**config.mk**
```make
export PLATFORM = sky130hd
export DESIGN_NAME = vga_timing_gen
export DESIGN_NICKNAME = d
export VERILOG_FILES = /design/src/rtl/vga_timing_gen.sv
export SDC_FILE = /design/constraint.sdc
export NUM_CORES = 1
export LEC_CHECK = 0
export CAP_MARGIN = 40
export CORE_ASPECT_RATIO = 1.4
export CORE_MARGIN = 2
export CORE_UTILIZATION = 52
export CTS_CLUSTER_SIZE = 28
export DETAILED_ROUTE_END_ITERATION = 10
export GPL_TIMING_DRIVEN = 0
export PLACE_DENSITY = 0.88
export REMOVE_ABC_BUFFERS = 1
export SYNTH_ARGS = -nofsm -noshare
export SYNTH_HDL_FRONTEND = slang
export SYNTH_SLANG_ARGS = --single-unit
```
**constraint.sdc**
```tcl
create_clock -name vga_clk -period 3.8 [get_ports vga_clk]
set_input_delay 0.57 -clock vga_clk [delete_from_list [all_inputs] [get_ports vga_clk]]
set_output_delay 0.57 -clock vga_clk [all_outputs]
set_load 0.03 [all_outputs]
```
**src/rtl/vga_timing_gen.sv**
```systemverilog
// VGA raster timing: pixel/line counters, active-low syncs, active-video flag, frame tick.
// Optional macro VGA_TIMING_PIPE_ALIGN_EN delays hs/vs by PIPE_DELAY clocks.
module vga_timing_gen #(
  parameter int H_VISIBLE  = 640,
  parameter int H_FRONT    = 16,
  parameter int H_SYNC     = 96,
  parameter int H_BACK     = 48,
  parameter int V_VISIBLE  = 480,
  parameter int V_FRONT    = 10,
  parameter int V_SYNC     = 2,
  parameter int V_BACK     = 33,
  parameter int PIPE_DELAY = 2
) (
  input  logic       vga_clk,
  input  logic       reset_n,
  output logic [9:0] DrawX,
  output logic [9:0] DrawY,
  output logic       blank,
  output logic       hs,
  output logic       vs,
  output logic       frame_done,
  output logic [7:0] frame_count
);

  localparam int H_TOTAL = H_VISIBLE + H_FRONT + H_SYNC + H_BACK;
  localparam int V_TOTAL = V_VISIBLE + V_FRONT + V_SYNC + V_BACK;

  localparam logic [9:0] H_LAST       = 10'(H_TOTAL - 1);
  localparam logic [9:0] V_LAST       = 10'(V_TOTAL - 1);
  localparam logic [9:0] H_VIS        = 10'(H_VISIBLE);
  localparam logic [9:0] V_VIS        = 10'(V_VISIBLE);
  localparam logic [9:0] H_SYNC_START = 10'(H_VISIBLE + H_FRONT);
  localparam logic [9:0] H_SYNC_END   = 10'(H_VISIBLE + H_FRONT + H_SYNC);
  localparam logic [9:0] V_SYNC_START = 10'(V_VISIBLE + V_FRONT);
  localparam logic [9:0] V_SYNC_END   = 10'(V_VISIBLE + V_FRONT + V_SYNC);

  logic [9:0] hc_reg, hc_next;
  logic [9:0] vc_reg, vc_next;
  logic       blank_reg, blank_next;
  logic       hs_reg, hs_next;
  logic       vs_reg, vs_next;
  logic       frame_done_reg, frame_done_next;
  logic [7:0] frame_count_reg, frame_count_next;

  // Decode is taken from the next-state counters so every registered output
  // describes the same pixel as DrawX/DrawY in the same cycle.
  always_comb begin
    hc_next = hc_reg + 10'd1;
    vc_next = vc_reg;
    if (hc_reg == H_LAST) begin
      hc_next = '0;
      vc_next = (vc_reg == V_LAST) ? '0 : vc_reg + 10'd1;
    end
    blank_next       = (hc_next < H_VIS) && (vc_next < V_VIS);
    hs_next          = !((hc_next >= H_SYNC_START) && (hc_next < H_SYNC_END));
    vs_next          = !((vc_next >= V_SYNC_START) && (vc_next < V_SYNC_END));
    frame_done_next  = (hc_next == '0) && (vc_next == V_VIS);
    frame_count_next = frame_done_next ? frame_count_reg + 8'd1 : frame_count_reg;
  end

  always_ff @(posedge vga_clk or negedge reset_n) begin
    if (!reset_n) begin
      hc_reg          <= '0;
      vc_reg          <= '0;
      blank_reg       <= 1'b0;
      hs_reg          <= 1'b1;
      vs_reg          <= 1'b1;
      frame_done_reg  <= 1'b0;
      frame_count_reg <= '0;
    end else begin
      hc_reg          <= hc_next;
      vc_reg          <= vc_next;
      blank_reg       <= blank_next;
      hs_reg          <= hs_next;
      vs_reg          <= vs_next;
      frame_done_reg  <= frame_done_next;
      frame_count_reg <= frame_count_next;
    end
  end

  assign DrawX       = hc_reg;
  assign DrawY       = vc_reg;
  assign blank       = blank_reg;
  assign frame_done  = frame_done_reg;
  assign frame_count = frame_count_reg;

`ifdef VGA_TIMING_PIPE_ALIGN_EN
  // Sync delay line matching the drawers' ROM + output register latency.
  logic hs_pipe_reg [PIPE_DELAY];
  logic vs_pipe_reg [PIPE_DELAY];

  for (genvar gi = 0; gi < PIPE_DELAY; gi++) begin : g_sync_pipe
    if (gi == 0) begin : g_first
      always_ff @(posedge vga_clk or negedge reset_n) begin
        if (!reset_n) begin
          hs_pipe_reg[gi] <= 1'b1;
          vs_pipe_reg[gi] <= 1'b1;
        end else begin
          hs_pipe_reg[gi] <= hs_reg;
          vs_pipe_reg[gi] <= vs_reg;
        end
      end
    end else begin : g_rest
      always_ff @(posedge vga_clk or negedge reset_n) begin
        if (!reset_n) begin
          hs_pipe_reg[gi] <= 1'b1;
          vs_pipe_reg[gi] <= 1'b1;
        end else begin
          hs_pipe_reg[gi] <= hs_pipe_reg[gi-1];
          vs_pipe_reg[gi] <= vs_pipe_reg[gi-1];
        end
      end
    end
  end

  assign hs = hs_pipe_reg[PIPE_DELAY-1];
  assign vs = vs_pipe_reg[PIPE_DELAY-1];
`else
  assign hs = hs_reg;
  assign vs = vs_reg;
`endif

endmodule

```
Yosys cells after proc, flatten, opt, wreduce, memory -nomap -nowiden
Index checks and enable logic that the tools add are counted.
{ "totals": {"ff_bits": 32, "out_inout_bits": 32, "elab_cells": 29} }
{ "classes": {"add_sub_neg": 3, "n_lt_le_gt_ge": 6, "n_eq_ne": 3, "muxes": 3, "reduce_logical": 7} }
{ "op_table": {"columns": ["cell", "count"], "rows": [
  ["$mux W10", 3],
  ["$add A10 B1 Y10 const B", 2],
  ["$eq A10 B10 Y1 const B", 2],
  ["$lt A10 B10 Y1 const B", 2],
  ["$lt A10 B9 Y1 const B", 2],
  ["$eq A10 B9 Y1 const B", 1],
  ["$ge A10 B10 Y1 const B", 1],
  ["$ge A10 B9 Y1 const B", 1],
  ["$logic_not A10 Y1", 1],
  ["$add A8 B1 Y8 const B", 1],
  ["$logic_and A1 B1 Y1", 4],
  ["$logic_not A1 Y1", 2]
]} }

Longest topological paths before layout
{ "logic_depth": {"ltp_word": 6, "depth_mapped": 11, "depth_no_buf": 9} }

Worst setup path after synthesis
No wires, ideal clock.
{ "synth_timing": {"path_type": "register to register", "from": "reg hc_reg[5] (netlist: DrawX[5])", "to": "reg frame_count_reg[6] (netlist: frame_count[6])", "setup_time_ns": 0.080, "arrival_time_ns": 3.118, "required_ns": 3.720, "slack_ns": 0.602, "path_stages_with_launch": 12, "n_path_buf": 4, "period_less_slack_ns": 3.198, "cell_sequence": "dfrtp_1 > buf_6 > or3_1 > buf_2 > or3_1 > buf_2 > a221o_1 > a211oi_2 > or4b_1 > buf_6 > nor4_4 > xor2_1"} }
{ "synth_between": {"elab_chain_len": 4} }
{ "synth_rtl": {"columns": ["element", "line", "rtl"], "rows": [
  ["from (decl)", "37", "logic [9:0] hc_reg, hc_next;"],
  ["from (signal assigned)", "71", "hc_reg <= hc_next;"],
  ["$eq A10 B10 Y1", "50", "if (hc_reg == H_LAST) begin"],
  ["$mux W10", "50", null],
  ["named net vc_next[3]", "38", "logic [9:0] vc_reg, vc_next;"],
  ["$eq A10 B9 Y1", "57", "frame_done_next = (hc_next == '0) && (vc_next == V_VIS);"],
  ["$logic_and A1 B1 Y1", "57", null],
  ["to (signal assigned)", "77", "frame_count_reg <= frame_count_next;"],
  ["to (decl)", "43", "logic [7:0] frame_count_reg, frame_count_next;"]
]} }
The timed path passes the listed nets, and every way through them passes these cells.
A chain may end at the register's enable or synchronous reset.

Final worst setup path
{ "layout_timing": {"from": "reg hc_reg[1] (netlist: DrawX[1])", "to": "reg frame_count_reg[6] (netlist: frame_count[6])"} }
The elaborated chain is that of the path after synthesis.

==> results by group <==
Synthesis
  – Asr flop ratio synth: 1.00
  – Cell taking the most area after synthesis: dfrtp_1
  – Yosys Warn Count: 0
  – Synthesis-stage register bit count: 32
  – Synth Instances: 191
  – Sequential fraction of the synthesis area: 0.444
  – Largest cells by area after synthesis: dfrtp_1, xnor2_1, xor2_1, nor2_1, nand3_1
  – Number of enable flip-flop cells after synthesis: 0
  – Post-synth top cells: dfrtp_1, nor2_1, nand2_1
  – Top cell type's share of synthesized area: 0.415
  – Top-count cell post-synth: dfrtp_1
  – Avg Cell Area, Syn: 9.47 um2
  – Synth unique cells: 44
  – Primary FF master, synth: dfrtp_1
  – Post-Syn Area: 1810 um2

Pwr
  – VDD IR max: 0.250 mV
  – Pwr Total: 701 uW
  – Cell Pwr Density: 308 nW/um2
  – Leakage: 0.964 nW

CTS
  – Clk buf depth: 2
  – Worst-Skew Late Latency: 0.28 ns
  – Cts hold-fix bufs: 0
  – Setup repair bufs after CTS: 0
  – CTS sink count: 32
  – Worst-path clk slew: 0.06 ns
  – CTS tree: done
  – Root buf cell: clkbuf_8
  – Post-cts gate resize count: 0
  – CTS Buf Count: 5
  – H-tree levels: 2

Global route
  – Vias in the first global route: 1446
  – Largest net degree at the start of global routing: 20
  – Met3 usage: 0.0589
  – Total GRT Usage: 0.227
  – Initial antenna violation count: 0
  – Gr busiest metal: met2
  – Met1 global-route usage: 0.269
  – First-pass GRT wire length: 6490 um
  – Routing usage on met2: 0.373
  – GRT Residual Overflow: 0

Critical path
  – Required @ worst endpoint: 4.01 ns
  – CP peak stage delay: 0.66 ns
  – Top delay family on crit path: simple AND/OR/NAND/NOR gates
  – Crit-path slowest cell: or4b_1
  – CP Class: reg -> reg
  – Reg-to-reg endpoint: frame_count[6]
  – Path depth of the worst reg2reg path: 8
  – Critical Path, Cell by Cell: ha_1, nand4_1, or3_1, a221o_1, a211oi_2, or4b_1, nor4_4, xor2_1
  – CP bufs+invs: 0
  – Highest net fanout along the worst path: 9
  – Critical path depth: 8
  – Setup crit start: DrawX[1]
  – R2r startpoint: DrawX[1]
  – Reg2reg setup slack: 0.36 ns
  – CP endpoint kind: flip-flop
  – Critical Path AT: 3.65 ns
  – Startpoint class of the critical path: flip-flop

Final layout
  – Final net count: 228
  – ANT cells: 0
  – Share of layout cells above drive strength 1: 0.0852
  – Layout fillers: 258
  – Area growth from synthesis to layout: 25.7%
  – Final Cell Area: 2270 um2

Placement
  – Dpl hpwl: 2790 um
  – GPL Wtd Cong: 0.843
  – Placed Area: 2150 um2
  – Worst slack at placement: 0.408 ns
  – PortBufs: 33

Floorplanning
  – Starting Density: 0.540
  – Core area: 3350 um2
  – Die Ht: 73.8 um
  – Rows: 25
  – Io pins: 34
  – Die area: 3970 um2
  – Die W: 53.8 um

Min path
  – Worst Hold Class: reg -> reg
  – Hold Crit Depth: 1
  – Hold_sp: frame_count[7]
  – Worst hold path endpoint: frame_count[7]

Timing
  – Clock skew: 0.00249 ns
  – Fin crit period: 3.44 ns
  – Unrepaired setup endpoints after global routing: false
  – Worst Tran Pin Value: 0.638 ns
  – Tcrit/Tclk final: 0.906
  – WHS: 0.476 ns
  – Final Worst Setup Slack: 0.357 ns
  – Maximum clock rate: 290 MHz
  – Fin. Hold Viols: 0
  – Pins Over Slew Limit: 0
  – Setup-failing EPs final: 0
  – Worst slew margin: 0.574
  – Setup TNS Final: 0 ns

Routing
  – Drt pass-1 iters: 4
  – WL final: 3760 um
  – Total vias in the final route: 1545
  – DR iter-0 viols: 59
  – DRT antenna net count: 0
  – # DRC: 0
  – Wirelength per Cell: 14.3 um
  – Drt via density: 5.87

Run status
  – Status: finished, final reports clean

Run
  – Max Cap Viol: 0
[cell families after synthesis]
family,Yosys count,synth area share
xor+xnor,20,0.0969
fa+ha+maj,4,0.0277
simple gates,87,0.268
compound gates,26,0.0983
mux,2,0.0118
buf+inv,20,0.0533
flops,32,0.444
[layer usage]
metal  up-vias  part of all wire  routed length [um]
li1        735                 -                   -
met1       754              0.39                1480
met2        47              0.53                2010
met3         9             0.052                 196
met4         0             0.020                  76
met5         -                 0                   0
[placed cells by master (no fill, tap or decap), types with 2 or more instances in the layout]
cell type and n:
nor3_2 3, clkbuf_8 7, nor2b_1 2, xnor2_1 10, nand4_1 4, and2_1 3, dfstp_2 2, a21boi_0 2
xor2_1 10, ha_1 4, nand2b_1 2, nand3_1 12, o21ai_0 7, o32ai_1 2, nor2_1 17, nand2_1 15
nor3_1 9, inv_1 9, and3_1 5, a21oi_1 6, or3_1 2, nor4_1 4, clkdlybuf4s50_1 33, dfrtp_1 30
nand4b_1 3
[how the worst max path moves through the flow]
stage                                 to
after global routing      frame_count[6]
after CTS                 frame_count[6]
after detailed placement  frame_count[6]
final                     frame_count[6]
after floorplan           frame_count[6]
after global placement    frame_count[6]
[cell type report]
cell class,count,area [um2],area share
clock buffers,7,96.3,0.0424
repair buffers,35,350,0.154
inverters,9,33.8,0.0149
multi-input cells,139,908,0.400
clock inverters,1,30.0,0.0132
well taps,40,50.0,0.0220
flip-flops and latches,32,803,0.354
[report_power, final]
part	internal, mW	switching (mW)
registers	0.341	0
clock network	0.231	0.120
logic	0.00231	0.00656
total	0.574	0.126
[stage by stage]
| stage | utilization | cells |
|---|---|---|
| 3_5_place_dp | 0.641 | 255 |
| 3_3_place_gp | 0.635 | 253 |
| 5_1_grt | 0.679 | 263 |
| 6_report | 0.679 | 263 |
| 4_1_cts | 0.679 | 263 |
| 2_1_floorplan | - | 180 |
Power figures use the tool's default switching activity.
